**config.mk**
```make
export PLATFORM = sky130hd
export DESIGN_NAME = range_sink_flat
export DESIGN_NICKNAME = d
export VERILOG_FILES = /design/src/rtl/range_sink_if.sv /design/src/rtl/range_sink.sv /design/src/flat_wrapper.sv
export SDC_FILE = /design/constraint.sdc
export NUM_CORES = 1
export LEC_CHECK = 0
export ABC_CLOCK_PERIOD_IN_PS = 6500
export CAP_MARGIN = 20
export CORE_MARGIN = 2
export CORE_UTILIZATION = 57
export DETAILED_ROUTE_END_ITERATION = 12
export PLACE_DENSITY_LB_ADDON = 0.1
export SYNTH_ARGS = -nofsm -noshare
export SYNTH_HDL_FRONTEND = slang
export SYNTH_SLANG_ARGS = --single-unit
export TNS_END_PERCENT = 100
```
**constraint.sdc**
```tcl
create_clock -name clk -period 6.5 [get_ports clk]
set_input_delay 1.3 -clock clk [delete_from_list [all_inputs] [get_ports clk]]
set_output_delay 1.3 -clock clk [all_outputs]
set_load 0.01 [all_outputs]
```
**src/rtl/range_sink_if.sv**
```systemverilog
// Sample stream between a producer and range_sink: valid/ready handshake plus data.
interface range_sink_if #(
    parameter int W = 8
);
    logic         in_valid;
    logic         in_ready;
    logic [W-1:0] in_data;

    modport master (output in_valid, output in_data, input in_ready);
    modport slave  (input in_valid, input in_data, output in_ready);
endinterface

```
**src/rtl/range_sink.sv**
```systemverilog
// Windowed range checker: tracks min/max of WIN accepted samples and counts out-of-bound ones.
// Optional RANGE_SINK_STICKY_EN adds a viol_seen flag that survives windows until reset.
module range_sink #(
    parameter int W   = 8,
    parameter int WIN = 16,
    parameter int CW  = 8
) (
    input  logic          clk,
    input  logic          rst,
    input  logic          start,
    input  logic [W-1:0]  lo,
    input  logic [W-1:0]  hi,
    range_sink_if.slave   stream,
    output logic [W-1:0]  min_o,
    output logic [W-1:0]  max_o,
    output logic [CW-1:0] viol_cnt,
    output logic          done,
`ifdef RANGE_SINK_STICKY_EN
    output logic          viol_seen,
`endif
    output logic          err
);

    localparam int NW = 8;
    localparam logic [NW-1:0] LAST = NW'(WIN - 1);

    typedef enum logic [1:0] {IDLE, RUN, HOLD} state_t;

    state_t        state;
    state_t        state_nxt;
    logic [W-1:0]  lo_q;
    logic [W-1:0]  hi_q;
    logic [NW-1:0] cnt;
    logic          open;
    logic          bad;
    logic          xfer;
    logic          last;
    logic          out_of_range;

    function automatic logic [CW-1:0] sat_inc(input logic [CW-1:0] v);
        return (v == {CW{1'b1}}) ? v : v + 1'b1;
    endfunction

    always_comb begin
        open         = start && (state != RUN);
        bad          = (lo > hi);
        xfer         = stream.in_valid && (state == RUN);
        last         = xfer && (cnt == LAST);
        out_of_range = (stream.in_data < lo_q) || (stream.in_data > hi_q);
        state_nxt    = state;
        case (state)
            IDLE, HOLD: if (open) state_nxt = bad ? IDLE : RUN;
            RUN:        if (last) state_nxt = HOLD;
            default:    state_nxt = IDLE;
        endcase
    end

    always_ff @(posedge clk or posedge rst) begin
        if (rst) state <= IDLE;
        else     state <= state_nxt;
    end

    assign stream.in_ready = (state == RUN);

    // Window statistics; a start in IDLE/HOLD reinitialises them even when the bounds are rejected.
    always_ff @(posedge clk or posedge rst) begin
        if (rst) begin
            lo_q     <= '0;
            hi_q     <= '0;
            cnt      <= '0;
            min_o    <= '1;
            max_o    <= '0;
            viol_cnt <= '0;
            done     <= 1'b0;
            err      <= 1'b0;
        end else begin
            done <= 1'b0;
            if (open) begin
                lo_q     <= lo;
                hi_q     <= hi;
                cnt      <= '0;
                min_o    <= '1;
                max_o    <= '0;
                viol_cnt <= '0;
                err      <= bad;
            end else if (xfer) begin
                cnt <= cnt + 1'b1;
                if (stream.in_data < min_o) min_o <= stream.in_data;
                if (stream.in_data > max_o) max_o <= stream.in_data;
                if (out_of_range) viol_cnt <= sat_inc(viol_cnt);
                if (last) done <= 1'b1;
            end
        end
    end

`ifdef RANGE_SINK_STICKY_EN
    always_ff @(posedge clk or posedge rst) begin
        if (rst)                       viol_seen <= 1'b0;
        else if (xfer && out_of_range) viol_seen <= 1'b1;
    end
`endif

endmodule
```
**src/flat_wrapper.sv**
```systemverilog
// flat-port wrapper written by rule: the top's interface ports become plain ports
module range_sink_flat 
#(
    parameter int W   = 8,
    parameter int WIN = 16,
    parameter int CW  = 8
)
  (clk, rst, start, lo, hi, min_o, max_o, viol_cnt, done, err, stream_in_valid, stream_in_data, stream_in_ready);
  range_sink_if #(.W(W)) stream_i ();
  input  logic clk;
  input  logic rst;
  input  logic start;
  input  logic [W-1:0] lo;
  input  logic [W-1:0] hi;
  output logic [W-1:0] min_o;
  output logic [W-1:0] max_o;
  output logic [CW-1:0] viol_cnt;
  output logic done;
  output logic err;
  input wire logic [$bits(stream_i.in_valid)-1:0] stream_in_valid;
  input wire logic [$bits(stream_i.in_data)-1:0] stream_in_data;
  output wire logic [$bits(stream_i.in_ready)-1:0] stream_in_ready;
  assign stream_i.in_valid = stream_in_valid;
  assign stream_i.in_data = stream_in_data;
  assign stream_in_ready = stream_i.in_ready;
  range_sink #(.W(W), .WIN(WIN), .CW(CW)) u_core (.clk(clk), .rst(rst), .start(start), .lo(lo), .hi(hi), .stream(stream_i), .min_o(min_o), .max_o(max_o), .viol_cnt(viol_cnt), .done(done), .err(err));
endmodule
```
==> results.yml <==
sta:
  max_freq_mhz: 269
  final.setup.tns_ps: 0
  slew_headroom: 0.330
  rsz0062_at_grt: "false"
  fin_ws_ps: 2780
  finClkSkew_ps: 5.07
  hold_viol_final: 0
  finalSetupViolations: 0
  maxSlewViolCount: 0
  min_period_ps: 3720
  tightest_slew_ps: 1000
  fin_crit_sh: 0.572
synthesis:
  synthTopCellsByArea: "dfrtp_1, ha_1, dfstp_2"
  synth.distinct_cells: 42
  async_flop_share: 1.00
  syn-num-nets: 401
  synthTopCellsByCount: "inv_1, nand2_1, dfrtp_1"
  yosysTopAreaCellShare: 0.355
  yosysSeqAreaShare: 0.422
  synthMostInstantiatedCell: "inv_1"
  synth-seq-cells: 52
  yosys_warnings: 0
  netlist_instances: 333
  synth_edf_count: 0
  synth_area_sq_mm: 0.00310
  avgSynthCellArea_sq_um: 9.32
  synth_area_leader_cell: "dfrtp_1"
  synth_flop_cell: "dfrtp_1"
grt:
  grt_max_degree: 53
  grt_pass1_vias: 2342
  grt_first_pass_wirelength_microns: 10600
  overflow: 0
  grt_use_total: 0.220
  antenna_found_initial: 0
clocking:
  cts_buffer_depth: 2
  holdBufCountCts: 0
  clock_latency_ps: 300
  clkSinkCount: 52
  htreeDepth: 2
  numCtsBuffers: 5
  post_cts_resize_count: 0
  path_clk_slew_ps: 90
  cts_tree: "yes"
  cts-root-buf: "clkbuf_8"
  cts_setup_buffers: 0
drt:
  vias_per_cell: 5.47
  dr.pass1.iters: 4
  drt_wl_total_microns: 6540
  wl_per_cell_microns: 14.3
  drtIter0Drc: 108
  via_count: 2505
  ant_nets: 0
  drcViolationCount: 0
job:
  maxCapViolations: 0
placed_design:
  portBuffers: 54
  dp_hpwl_microns: 4860
  routabilityCongestion: 0.788
  dp_slack_ps: 2490
worst_setup_path:
  worstPathMaxFanout: 16
  worstSetupPathType: "in2reg"
  cp-startpoint: "stream_in_data[6]"
  r2r_start: "u_core.min_o[1]"
  cp-end-kind: "flip-flop"
  cp-start-kind: "primary input"
  arrival_ps: 3930
  crit_required_ps: 6710
cells_and_area:
  area_delta_synth_final_pct: 23.6
  drive_gt1_frac: 0.0567
  seqCellArea_sq_mm: 0.00131
  fillerInstances: 383
  antenna_cells: 0
  multi_input_area_sq_mm: 0.00157
  fin_nets: 455
floorplanning:
  core.rowCount: 26
  chipWidth_microns: 77.8
  ios: 55
  core_area_sq_mm: 0.00517
  die_h_microns: 77.8
  start_util: 0.600
  dieArea_sq_mm: 0.00605
worst_hold_path:
  hp-start: "u_core.err"
  hold_class: "reg2reg"
run_status:
  status: "finished clean"
power:
  leakage_nw: 1.89
  ir_drop_uv: 258
  p_per_area_mw_per_mm2: 392
-- sequential cells by signal, indices dropped and copies added (netlist names) --
| name | count |
|---|---|
| u_core.hi_q | 8 |
| u_core.min_o | 8 |
| u_core.viol_cnt | 8 |
| u_core.err | 1 |
| u_core.cnt | 8 |
| u_core.lo_q | 8 |
| u_core.state | 2 |
| u_core.done | 1 |
| u_core.max_o | 8 |
-- cell usage in the layout, fill, tap and decap left out, types with 2 or more instances in the layout --
cell and count:
dfrtp_1 44, nand3_1 10, o21a_1 2, o31ai_1 5
xnor2_1 2, o211ai_1 12, dfstp_2 8, a21oi_1 11
inv_1 49, nand2_1 46, ha_1 40, o21ai_0 28
nor2_1 11, a21o_1 7, nand2b_1 4, mux2i_1 9
nand4_1 8, xor2_1 3, clkbuf_8 5, clkdlybuf4s50_1 54
nor4_1 2, nor2b_1 3
-- per-stage QoR --
| stage | cells | total power [mW] | hold WS (ps) | util | cell area (sq um) |
|---|---|---|---|---|---|
| 3_5_place_dp | 449 | 1.29 | 478 | 0.716 | 3700 |
| 6_report | 458 | 1.50 | 503 | 0.742 | 3840 |
| 3_3_place_gp | 449 | 1.24 | 469 | 0.716 | 3700 |
| 4_1_cts | 457 | 1.51 | 499 | 0.736 | 3810 |
| 2_1_floorplan | 333 | 1.01 | 450 | - | 3100 |
| 5_1_grt | 458 | 1.62 | 538 | 0.742 | 3840 |
-- kinds of logic (layout without fill, tap and decap cells) --
family	count (synthesis)	count (layout)	synth area share
AOI/OAI and AO/OA	75	75	0.159
xor gates and xnor gates	5	5	0.0141
adders and majority gates	40	40	0.161
buffers and inverters	59	114	0.0730
DFF	52	52	0.422
muxes	9	9	0.0290
and+or+nand+nor	93	93	0.141
-- report_power, final --
part / switching (mW) / total, mW / internal [mW]
Sequential: 0.0824 / 0.555 / 0.472
Clock: 0.104 / 0.219 / 0.114
Combinational: 0.378 / 0.730 / 0.353
-- layout make-up --
type,count,area share
Clock inverter,2,0.00913
Inverter,50,0.0489
Timing Repair Buffer,56,0.150
Multi-Input combinational cell,222,0.408
Clock buffer,6,0.0189
Sequential cell,52,0.342
Tap cell,70,0.0228
-- critical path, stage by stage --
cell	delay [ps]
clkdlybuf4s50_1	540
ha_1	390
and4_1	240
a221oi_1	330
nand2_1	100
a21bo_2	320
or4_1	520
a21oi_1	180
-- worst paths after layout --
kind                                      endpoint  slack [ps]  depth (start not counted)
worst max-delay path            u_core.viol_cnt[7]        2780                          8
worst min-delay path                    u_core.err         500                          2
worst max register to register     u_core.min_o[0]        4020                          8
worst min register to register          u_core.err         500                          2
max in group asynchronous           u_core.hi_q[7]        4590                          3
min in group asynchronous          u_core.state[1]        1380                          2
-- routing by layer --
metal,up-vias,GRT usage,wire [microns]
met4,0,0.0518,83
met2,48,0.380,3270
met1,1196,0.284,2980
li1,1253,-,-
met5,-,0,0
met3,8,0.0419,205
No activity file was read; power rests on OpenSTA's default activity.
